===== config.mk =====
export PLATFORM = sky130hd
export DESIGN_NAME = mem_access_stage
export DESIGN_NICKNAME = d
export VERILOG_FILES = /design/src/rtl/mem_access_stage.sv
export SDC_FILE = /design/constraint.sdc
export NUM_CORES = 1
export LEC_CHECK = 0
export CORE_ASPECT_RATIO = 1.75
export CORE_MARGIN = 5
export CORE_UTILIZATION = 40
export DETAILED_ROUTE_END_ITERATION = 6
export PLACE_DENSITY = 0.85
export SYNTH_ARGS = -nofsm -noshare
export SYNTH_HDL_FRONTEND = slang
export SYNTH_SLANG_ARGS = --single-unit

===== constraint.sdc =====
create_clock -name clk -period 3.74 [get_ports clk]
set_clock_uncertainty 0.2 [all_clocks]
set_input_delay 0.374 -clock clk [delete_from_list [all_inputs] [get_ports clk]]
set_output_delay 0.374 -clock clk [all_outputs]
set_load 0.05 [all_outputs]

===== src/rtl/mem_access_stage.sv =====
// mem_access_stage: RV32I MEM stage between the EX/MEM and MEM/WB registers.
// Issues one data-memory read/write per load/store and holds upstream until
// dmem_resp. It then aligns and extends load data and registers the writeback.
// Non-memory instructions pass through with one cycle of latency.
// Optional build macro: MEM_STAGE_MISALIGN_TRAP_EN. When it is defined,
// misaligned halfword/word accesses are not sent to memory and raise
// misalign_trap instead.
module mem_access_stage #(
    parameter int unsigned ADDR_W = 32,
    parameter int unsigned DATA_W = 32
) (
    input  logic              clk,
    input  logic              rst,
    input  logic              ex_valid,
    input  logic              ex_load,
    input  logic              ex_store,
    input  logic [2:0]        ex_funct3,
    input  logic [ADDR_W-1:0] ex_addr,
    input  logic [DATA_W-1:0] ex_store_data,
    input  logic [3:0]        ex_rf_sel,
    input  logic [DATA_W-1:0] ex_wb_data,
    input  logic [4:0]        ex_rd,
    input  logic              ex_ld_regfile,
    output logic              dmem_read,
    output logic              dmem_write,
    output logic [ADDR_W-1:0] dmem_address,
    output logic [DATA_W-1:0] dmem_wdata,
    output logic [3:0]        dmem_mbe,
    input  logic [DATA_W-1:0] dmem_rdata,
    input  logic              dmem_resp,
    output logic              stall,
    output logic              wb_valid,
    output logic [4:0]        wb_rd,
    output logic              wb_ld_regfile,
    output logic [DATA_W-1:0] wb_data,
    output logic              misalign_trap
);

    localparam logic [3:0] RF_LW  = 4'b0011;
    localparam logic [3:0] RF_LB  = 4'b0101;
    localparam logic [3:0] RF_LBU = 4'b0110;
    localparam logic [3:0] RF_LH  = 4'b0111;
    localparam logic [3:0] RF_LHU = 4'b1000;

    typedef enum logic {
        IDLE   = 1'b0,
        ACCESS = 1'b1
    } state_e;

    state_e            state_q;

    // Request registers, held stable for the whole ACCESS phase
    logic              dmem_read_q;
    logic              dmem_write_q;
    logic [ADDR_W-1:0] dmem_address_q;
    logic [DATA_W-1:0] dmem_wdata_q;
    logic [3:0]        dmem_mbe_q;
    logic [3:0]        req_rf_sel_q;
    logic [1:0]        req_off_q;
    logic [4:0]        req_rd_q;
    logic              req_ld_q;
    logic              req_is_load_q;

    // Writeback registers
    logic              wb_valid_q;
    logic [4:0]        wb_rd_q;
    logic              wb_ld_regfile_q;
    logic [DATA_W-1:0] wb_data_q;
    logic              misalign_trap_q;

    logic              is_mem;
    logic              misalign;
    logic              accept_mem;
    logic [3:0]        st_mbe;
    logic [DATA_W-1:0] st_wdata;
    logic [7:0]        ld_byte;
    logic [15:0]       ld_half;
    logic [DATA_W-1:0] ld_data;

    assign is_mem = ex_load | ex_store;

`ifdef MEM_STAGE_MISALIGN_TRAP_EN
    logic is_half;
    logic is_word;

    // Access size decode; a set ex_load takes priority over ex_store
    always_comb begin
        is_half = 1'b0;
        is_word = 1'b0;
        if (ex_load) begin
            is_half = (ex_rf_sel == RF_LH) || (ex_rf_sel == RF_LHU);
            is_word = (ex_rf_sel == RF_LW);
        end else begin
            is_half = (ex_funct3 == 3'b001);
            is_word = (ex_funct3 == 3'b010);
        end
    end

    assign misalign = (is_half & ex_addr[0]) | (is_word & (|ex_addr[1:0]));
`else
    assign misalign = 1'b0;
`endif

    assign accept_mem = ex_valid & is_mem & ~misalign;

    // Upstream hold: on acceptance and while waiting for the response
    always_comb begin
        stall = 1'b0;
        if (!rst) begin
            if (state_q == IDLE) begin
                stall = accept_mem;
            end else begin
                stall = ~dmem_resp;
            end
        end
    end

    // Store byte enables and lane-replicated write data
    always_comb begin
        st_mbe   = 4'b0000;
        st_wdata = ex_store_data;
        if (ex_load) begin
            st_mbe   = 4'b1111;
            st_wdata = '0;
        end else begin
            case (ex_funct3)
                3'b000: begin
                    st_mbe   = 4'b0001 << ex_addr[1:0];
                    st_wdata = {4{ex_store_data[7:0]}};
                end
                3'b001: begin
                    st_mbe   = ex_addr[1] ? 4'b1100 : 4'b0011;
                    st_wdata = {2{ex_store_data[15:0]}};
                end
                3'b010: begin
                    st_mbe   = 4'b1111;
                    st_wdata = ex_store_data;
                end
                default: begin
                    st_mbe   = 4'b0000;
                    st_wdata = ex_store_data;
                end
            endcase
        end
    end

    // Load lane selection and sign/zero extension
    always_comb begin
        ld_byte = dmem_rdata[7:0];
        case (req_off_q)
            2'd0:    ld_byte = dmem_rdata[7:0];
            2'd1:    ld_byte = dmem_rdata[15:8];
            2'd2:    ld_byte = dmem_rdata[23:16];
            default: ld_byte = dmem_rdata[31:24];
        endcase
        ld_half = req_off_q[1] ? dmem_rdata[31:16] : dmem_rdata[15:0];
        case (req_rf_sel_q)
            RF_LB:   ld_data = {{(DATA_W-8){ld_byte[7]}}, ld_byte};
            RF_LBU:  ld_data = {{(DATA_W-8){1'b0}}, ld_byte};
            RF_LH:   ld_data = {{(DATA_W-16){ld_half[15]}}, ld_half};
            RF_LHU:  ld_data = {{(DATA_W-16){1'b0}}, ld_half};
            default: ld_data = dmem_rdata;
        endcase
    end

    // Stage FSM: request issue, response wait and writeback registers
    always_ff @(posedge clk) begin
        if (rst) begin
            state_q         <= IDLE;
            dmem_read_q     <= 1'b0;
            dmem_write_q    <= 1'b0;
            dmem_address_q  <= '0;
            dmem_wdata_q    <= '0;
            dmem_mbe_q      <= 4'b0000;
            req_rf_sel_q    <= 4'b0000;
            req_off_q       <= 2'b00;
            req_rd_q        <= 5'd0;
            req_ld_q        <= 1'b0;
            req_is_load_q   <= 1'b0;
            wb_valid_q      <= 1'b0;
            wb_rd_q         <= 5'd0;
            wb_ld_regfile_q <= 1'b0;
            wb_data_q       <= '0;
            misalign_trap_q <= 1'b0;
        end else begin
            misalign_trap_q <= 1'b0;
            case (state_q)
                IDLE: begin
                    if (accept_mem) begin
                        dmem_read_q     <= ex_load;
                        dmem_write_q    <= ~ex_load;
                        dmem_address_q  <= {ex_addr[ADDR_W-1:2], 2'b00};
                        dmem_wdata_q    <= st_wdata;
                        dmem_mbe_q      <= st_mbe;
                        req_rf_sel_q    <= ex_rf_sel;
                        req_off_q       <= ex_addr[1:0];
                        req_rd_q        <= ex_rd;
                        req_ld_q        <= ex_ld_regfile;
                        req_is_load_q   <= ex_load;
                        wb_valid_q      <= 1'b0;
                        wb_ld_regfile_q <= 1'b0;
                        state_q         <= ACCESS;
                    end else if (ex_valid && is_mem) begin
                        // Misaligned access retires as a trapping no-op
                        wb_valid_q      <= 1'b1;
                        wb_rd_q         <= ex_rd;
                        wb_ld_regfile_q <= 1'b0;
                        misalign_trap_q <= 1'b1;
                    end else if (ex_valid) begin
                        wb_valid_q      <= 1'b1;
                        wb_rd_q         <= ex_rd;
                        wb_ld_regfile_q <= ex_ld_regfile & (|ex_rd);
                        wb_data_q       <= ex_wb_data;
                    end else begin
                        wb_valid_q      <= 1'b0;
                        wb_ld_regfile_q <= 1'b0;
                    end
                end
                ACCESS: begin
                    if (dmem_resp) begin
                        dmem_read_q     <= 1'b0;
                        dmem_write_q    <= 1'b0;
                        wb_valid_q      <= 1'b1;
                        wb_rd_q         <= req_rd_q;
                        wb_ld_regfile_q <= req_is_load_q & req_ld_q & (|req_rd_q);
                        if (req_is_load_q) begin
                            wb_data_q <= ld_data;
                        end
                        state_q         <= IDLE;
                    end else begin
                        wb_valid_q      <= 1'b0;
                        wb_ld_regfile_q <= 1'b0;
                    end
                end
                default: state_q <= IDLE;
            endcase
        end
    end

    assign dmem_read     = dmem_read_q;
    assign dmem_write    = dmem_write_q;
    assign dmem_address  = dmem_address_q;
    assign dmem_wdata    = dmem_wdata_q;
    assign dmem_mbe      = dmem_mbe_q;
    assign wb_valid      = wb_valid_q;
    assign wb_rd         = wb_rd_q;
    assign wb_ld_regfile = wb_ld_regfile_q;
    assign wb_data       = wb_data_q;
    assign misalign_trap = misalign_trap_q;

endmodule


# Yosys cells after proc, flatten, opt, wreduce, memory -nomap -nowiden

Index checks and enable logic that the tools add are counted.

Eq/ne operators: 15
Shift operators: 1
Mux-type cells: 40
Bitwise logic cells: 8
Reductions and logical operators: 10

Operators by type and width:

| operator                                                              | number |
|---|---|
| 32-bit 2-to-1 mux                                                     | 6 |
| 32-bit one-hot mux with 2 select lines                                | 2 |
| 32-bit one-hot mux with 4 select lines                                | 1 |
| 8-bit one-hot mux with 3 select lines                                 | 1 |
| 5-bit 2-to-1 mux                                                      | 4 |
| 1-bit 2-to-1 mux                                                      | 16 |
| 16-bit 2-to-1 mux                                                     | 1 |
| 4-bit by 3-bit equality test with 1-bit output, second input constant | 3 |
| 4-bit one-hot mux with 3 select lines                                 | 1 |
| 2-bit != test, second input constant                                  | 5 |
| 1-bit one-hot mux with 2 select lines                                 | 5 |
| 5-bit one-hot mux with 2 select lines                                 | 1 |
| 5-bit OR reduction                                                    | 2 |
| 4-bit 2-to-1 mux                                                      | 2 |
| 5-bit AND reduction                                                   | 1 |
| 1-bit bitwise AND                                                     | 4 |
| 4-bit equality test, second input constant                            | 1 |
| 2-bit AND reduction                                                   | 2 |
| 1-bit by 2-bit << shifter with 4-bit output, first input constant     | 1 |
| 3-bit by 1-bit equality test with 1-bit output, second input constant | 1 |
| 3-bit by 2-bit equality test with 1-bit output, second input constant | 1 |
| 3-bit zero test                                                       | 1 |
| 3-bit by 2-bit != test with 1-bit output, second input constant       | 1 |
| 1-bit NOT                                                             | 3 |
| 8 further kinds                                                       | 8 |

Bits in registers: 122
Bits of input ports: 147
Output and inout port bits: 111
Word-level logic and storage cells: 90

# Longest topological paths before layout

Depth after elaboration: 6
Gate-level depth with buffers: 7
Mapped depth without buffers: 4

# Least setup slack after synthesis

Ideal clock, no wire load.

Path type: register -> output
From: register state_q
To: output port stall
Data arrival time: 2.067 ns
Data required time: 3.166 ns
Slack: 1.099 ns
Cell stages (with the launch flop): 7
Cell sequence: dfxtp_1 > buf_2 > nand2b_1 > or2_2 > buf_2 > buf_1 > a21oi_1

Cells in the longest elaborated chain, start to end: 2

Ends and longest elaborated chain:

| what                   | RTL line | text |
|---|---|---|
| start, declared        | 50       | `state_e state_q;` |
| start signal, assigned | 169      | `state_q <= IDLE;` |
| start signal, assigned | 202      | `state_q <= ACCESS;` |
| start signal, assigned | 229      | `state_q <= IDLE;` |
| 1-bit 2-to-1 mux       | 110      | `if (state_q == IDLE) begin` |
| 1-bit 2-to-1 mux       | 109      | `if (!rst) begin` |
| end, declared          | 31       | `output logic stall,` |

No other way between the ends.

# Final worst setup path

From: input port ex_load
To: output port stall

Cells in the longest elaborated chain, start to end: 4

Ends and longest elaborated chain:

| what              | RTL line | text |
|---|---|---|
| start, declared   | 15       | `input logic ex_load,` |
| 1-bit bitwise OR  | 80       | `assign is_mem = ex_load \| ex_store;` |
| 1-bit bitwise AND | 104      | `assign accept_mem = ex_valid & is_mem & ~misalign;` |
| 1-bit 2-to-1 mux  | 110      |  |
| 1-bit 2-to-1 mux  | 109      |  |

No other way between the ends.

==> key figures <==
Synth
  • Synth area leaders: dfxtp_1, nand2_1, a21oi_1
  • Yosys reg bits: 122
  • Commonest cells post-synth: nand2_1, dfxtp_1, a21oi_1
  • Ys async rst share: 0%
  • Largest area contributor in the netlist: dfxtp_1
  • Unique cell type count in the Yosys netlist: 49
  • Synth warn: 0
  • Post-synth top flop: dfxtp_1
  • Most instantiated library cell after synthesis: nand2_1
  • Mapped Cells: 691
  • Mapped cell area: 0.00573 sq mm
  • Post-synth top area share: 42.6%
  • Post-Syn Area per Cell: 8.29 sq um
  • Seq/Total Area, Yosys: 42.6%
  • Post-synth EDFFs: 0

Cells and area
  • Fin nets: 1067
  • Share of layout cells above drive strength 1: 8.79%
  • Fillers: 1225
  • Layout area overhead: 57.8%
  • Final non-filler cell total: 1113
  • Ant diodes: 0

Routing
  • Uppermost routed layer: met4
  • Total number of vias: 6201
  • Post-DRT Antenna Nets: 0
  • Drt pass-1 iters: 6
  • Total wire length: 21500 um
  • Avg WL per Cell: 19.3 um
  • Vias per cell: 5.57
  • Residual DRC: 0
  • Iteration-0 DRC Markers: 356
  • Metal1 wirelength: 7440 um
  • Met3 routed WL: 1580 um
  • Metal2 WL: 11700 um

Power and ir drop
  • Switching power of the nets: 1180 uW
  • Pwr/cell area: 470 mW/mm^2
  • Clk pwr share: 46.3%
  • Combinational Power Share: 20.4%
  • Sw Ratio: 27.7%
  • Reg power frac: 33.3%
  • Internal power of the cells: 3070 uW
  • Pleak: 0.00331 uW
  • Total power: 4250 uW
  • Max VDD drop: 0.000335 V

Run
  • Max Cap Viol: 0

Worst setup path
  • Reg2reg end: wb_data[27]
  • Critical path class: in2out
  • Most common cell on crit path: buf_4
  • Top Family by Delay on Critical Path: buffers and inverters
  • Critical path's largest stage delay: 0.44 ns
  • CP endpoint kind: output port
  • Worst EP arrival: 2.09 ns
  • R2R setup slack: 1.10 ns
  • R2r startpoint: state_q
  • CP required: 3.17 ns
  • Startpoint Class: input pin
  • Slowest-stage cell, CP: clkdlybuf4s50_1
  • Worst path bufs/invs: 3
  • Worst-path cell chain: clkdlybuf4s50_1 > buf_4 > nor2_1 > or2_2 > a21oi_1 > buf_4
  • R2R depth: 5
  • Crit path max fanout: 16

GRT
  • Gr usage total: 24.7%
  • Initial antenna violation count: 0
  • Largest net degree at the start of global routing: 82
  • Vias in the first global route: 6230
  • GR Overflow Total: 0
  • First-pass GRT wire length: 33000 um

STA
  • Setup violations, final: 0
  • Max-slew headroom: 33.1%
  • Worst-margin pin slew: 1.00 ns
  • Final hold viol count: 0
  • Max Clk Rate: 376 MHz
  • Crit share post-route: 71.2%
  • TNS Setup: 0 ns
  • Min Tclk post-route: 2.66 ns
  • RSZ-0062 raised after global routing: no
  • Final Max Tran Viols: 0

Place
  • Placed cell count: 1081
  • Count of port buffers added during placement: 255
  • Post-DP HPWL: 15600 um
  • GPL Wtd Cong: 0.954

CTS
  • Setup bufs post-CTS: 0
  • H-tree Lvls: 4
  • Clock Latency Late Sink: 0.40 ns
  • CTS resizes: 0
  • Hold buffer count at cts: 0
  • Clk sinks: 122
  • Clock transition at path regs: 0.06 ns
  • Total CTS buffers: 17
  • CTS tree: yes
  • Root buf cell: clkbuf_16
  • CTS Buffer Depth: 2

Min path
  • Worst Hold End: dmem_address[14]
  • WHS Path Cells: 2
  • Hold_sp: dmem_address[14]
  • HP Class: reg2reg

Floorplan
  • Starting Density: 40.3%
  • Die span in y: 168 um
  • DIE WIDTH: 100 um
  • Rows: 58
  • Die ar.: 0.0169 sq mm
  • Core ar.: 0.0142 sq mm
  • Total I/O pin count: 258

Run status
  • Status: finished, final reports clean
[power by group through the flow]
| stage | sequential [uW] | combinational [uW] | clock [uW] |
|---|---|---|---|
| 3_3_place_gp | 1440 | 846 | 0 |
| 2_1_floorplan | 1640 | 287 | 0 |
| 6_report | 1410 | 865 | 1970 |
| 3_5_place_dp | 1440 | 856 | 0 |
| 5_1_grt | 1420 | 911 | 2060 |
| 4_1_cts | 1410 | 863 | 1990 |
[cell type report]
type                            count  area, sq um  area share, %
Sequential cell                   122         2440           27.0
Inverter                            4         15.0          0.166
Clock inverter                     13          263           2.91
Clock buffer                       19          443           4.90
Timing Repair Buffer              268         2650           29.3
Multi-Input combinational cell    507         3000           33.2
Tap cell                          180          225           2.49
[sequential cells by signal, summed over array words and instances, names as in the netlist, 2 cells and up]
| signal | flops |
|---|---|
| req_rd_q | 5 |
| dmem_address | 30 |
| wb_data | 32 |
| req_rf_sel_q | 4 |
| dmem_mbe | 4 |
| dmem_wdata | 32 |
| req_off_q | 2 |
| wb_rd | 5 |
[stage by stage]
step	instance area (sq um)	hold WS, ns	setup WS (ns)	utilization (%)
after floorplan	5730	0.237	1.10	-
after global placement	8330	0.237	0.853	58.6
after detailed placement	8330	0.246	0.737	58.6
after CTS	9040	0.253	1.06	63.5
after global routing	9040	0.269	0.917	63.5
final	9040	0.252	1.08	63.5
[placed cells by master (no fill, tap or decap), drive strengths merged, types with 7 or more instances in the layout]
cell           count
buf               15
a21oi             80
a211oi            13
nand2            156
nand3b             9
nor3              21
dfxtp            122
and3               7
a221oi            16
bufinv             7
a31oi             12
nor2              39
or3               10
o211ai            10
mux2i             22
clkdlybuf4s50    253
a22oi             24
clkbuf            19
o21ai             22
mux2              22
[layer usage]
layer | track usage (%) | vias to the layer above
met5 | 0 | -
met3 | 5.60 | 49
met2 | 46.5 | 308
li1 | - | 2934
met1 | 25.4 | 2910
met4 | 10.4 | 0
[worst reg2reg max path, cell delays in order, from the launching register on]
cell	delay [ns]
dfxtp_1	0.37
buf_4	0.29
and3_1	0.38
nor2_2	0.84
nand2_1	0.16
a221oi_1	0.30
[how the worst max path moves through the flow]
stage	depth (start not counted)	from	slack (ns)	end
2_1_floorplan	6	state_q	1.10	stall
3_3_place_gp	5	ex_load	0.85	wb_data[31]
3_5_place_dp	5	ex_load	0.74	wb_data[20]
4_1_cts	6	ex_load	1.06	stall
5_1_grt	5	state_q	0.92	wb_data[29]
6_report	6	ex_load	1.08	stall
[cell families (layout without fill, tap and decap cells)]
family          count (synthesis)  count (layout)  synth area share, %
compound gates                197             197                 22.5
xor+xnor                        1               1                0.153
buf+inv                        64             304                 5.18
flops                         122             122                 42.6
mux                            46              46                 8.96
other cells                     1               3               0.0655
simple gates                  260             260                 20.5
No activity file was read; power rests on OpenSTA's default activity.
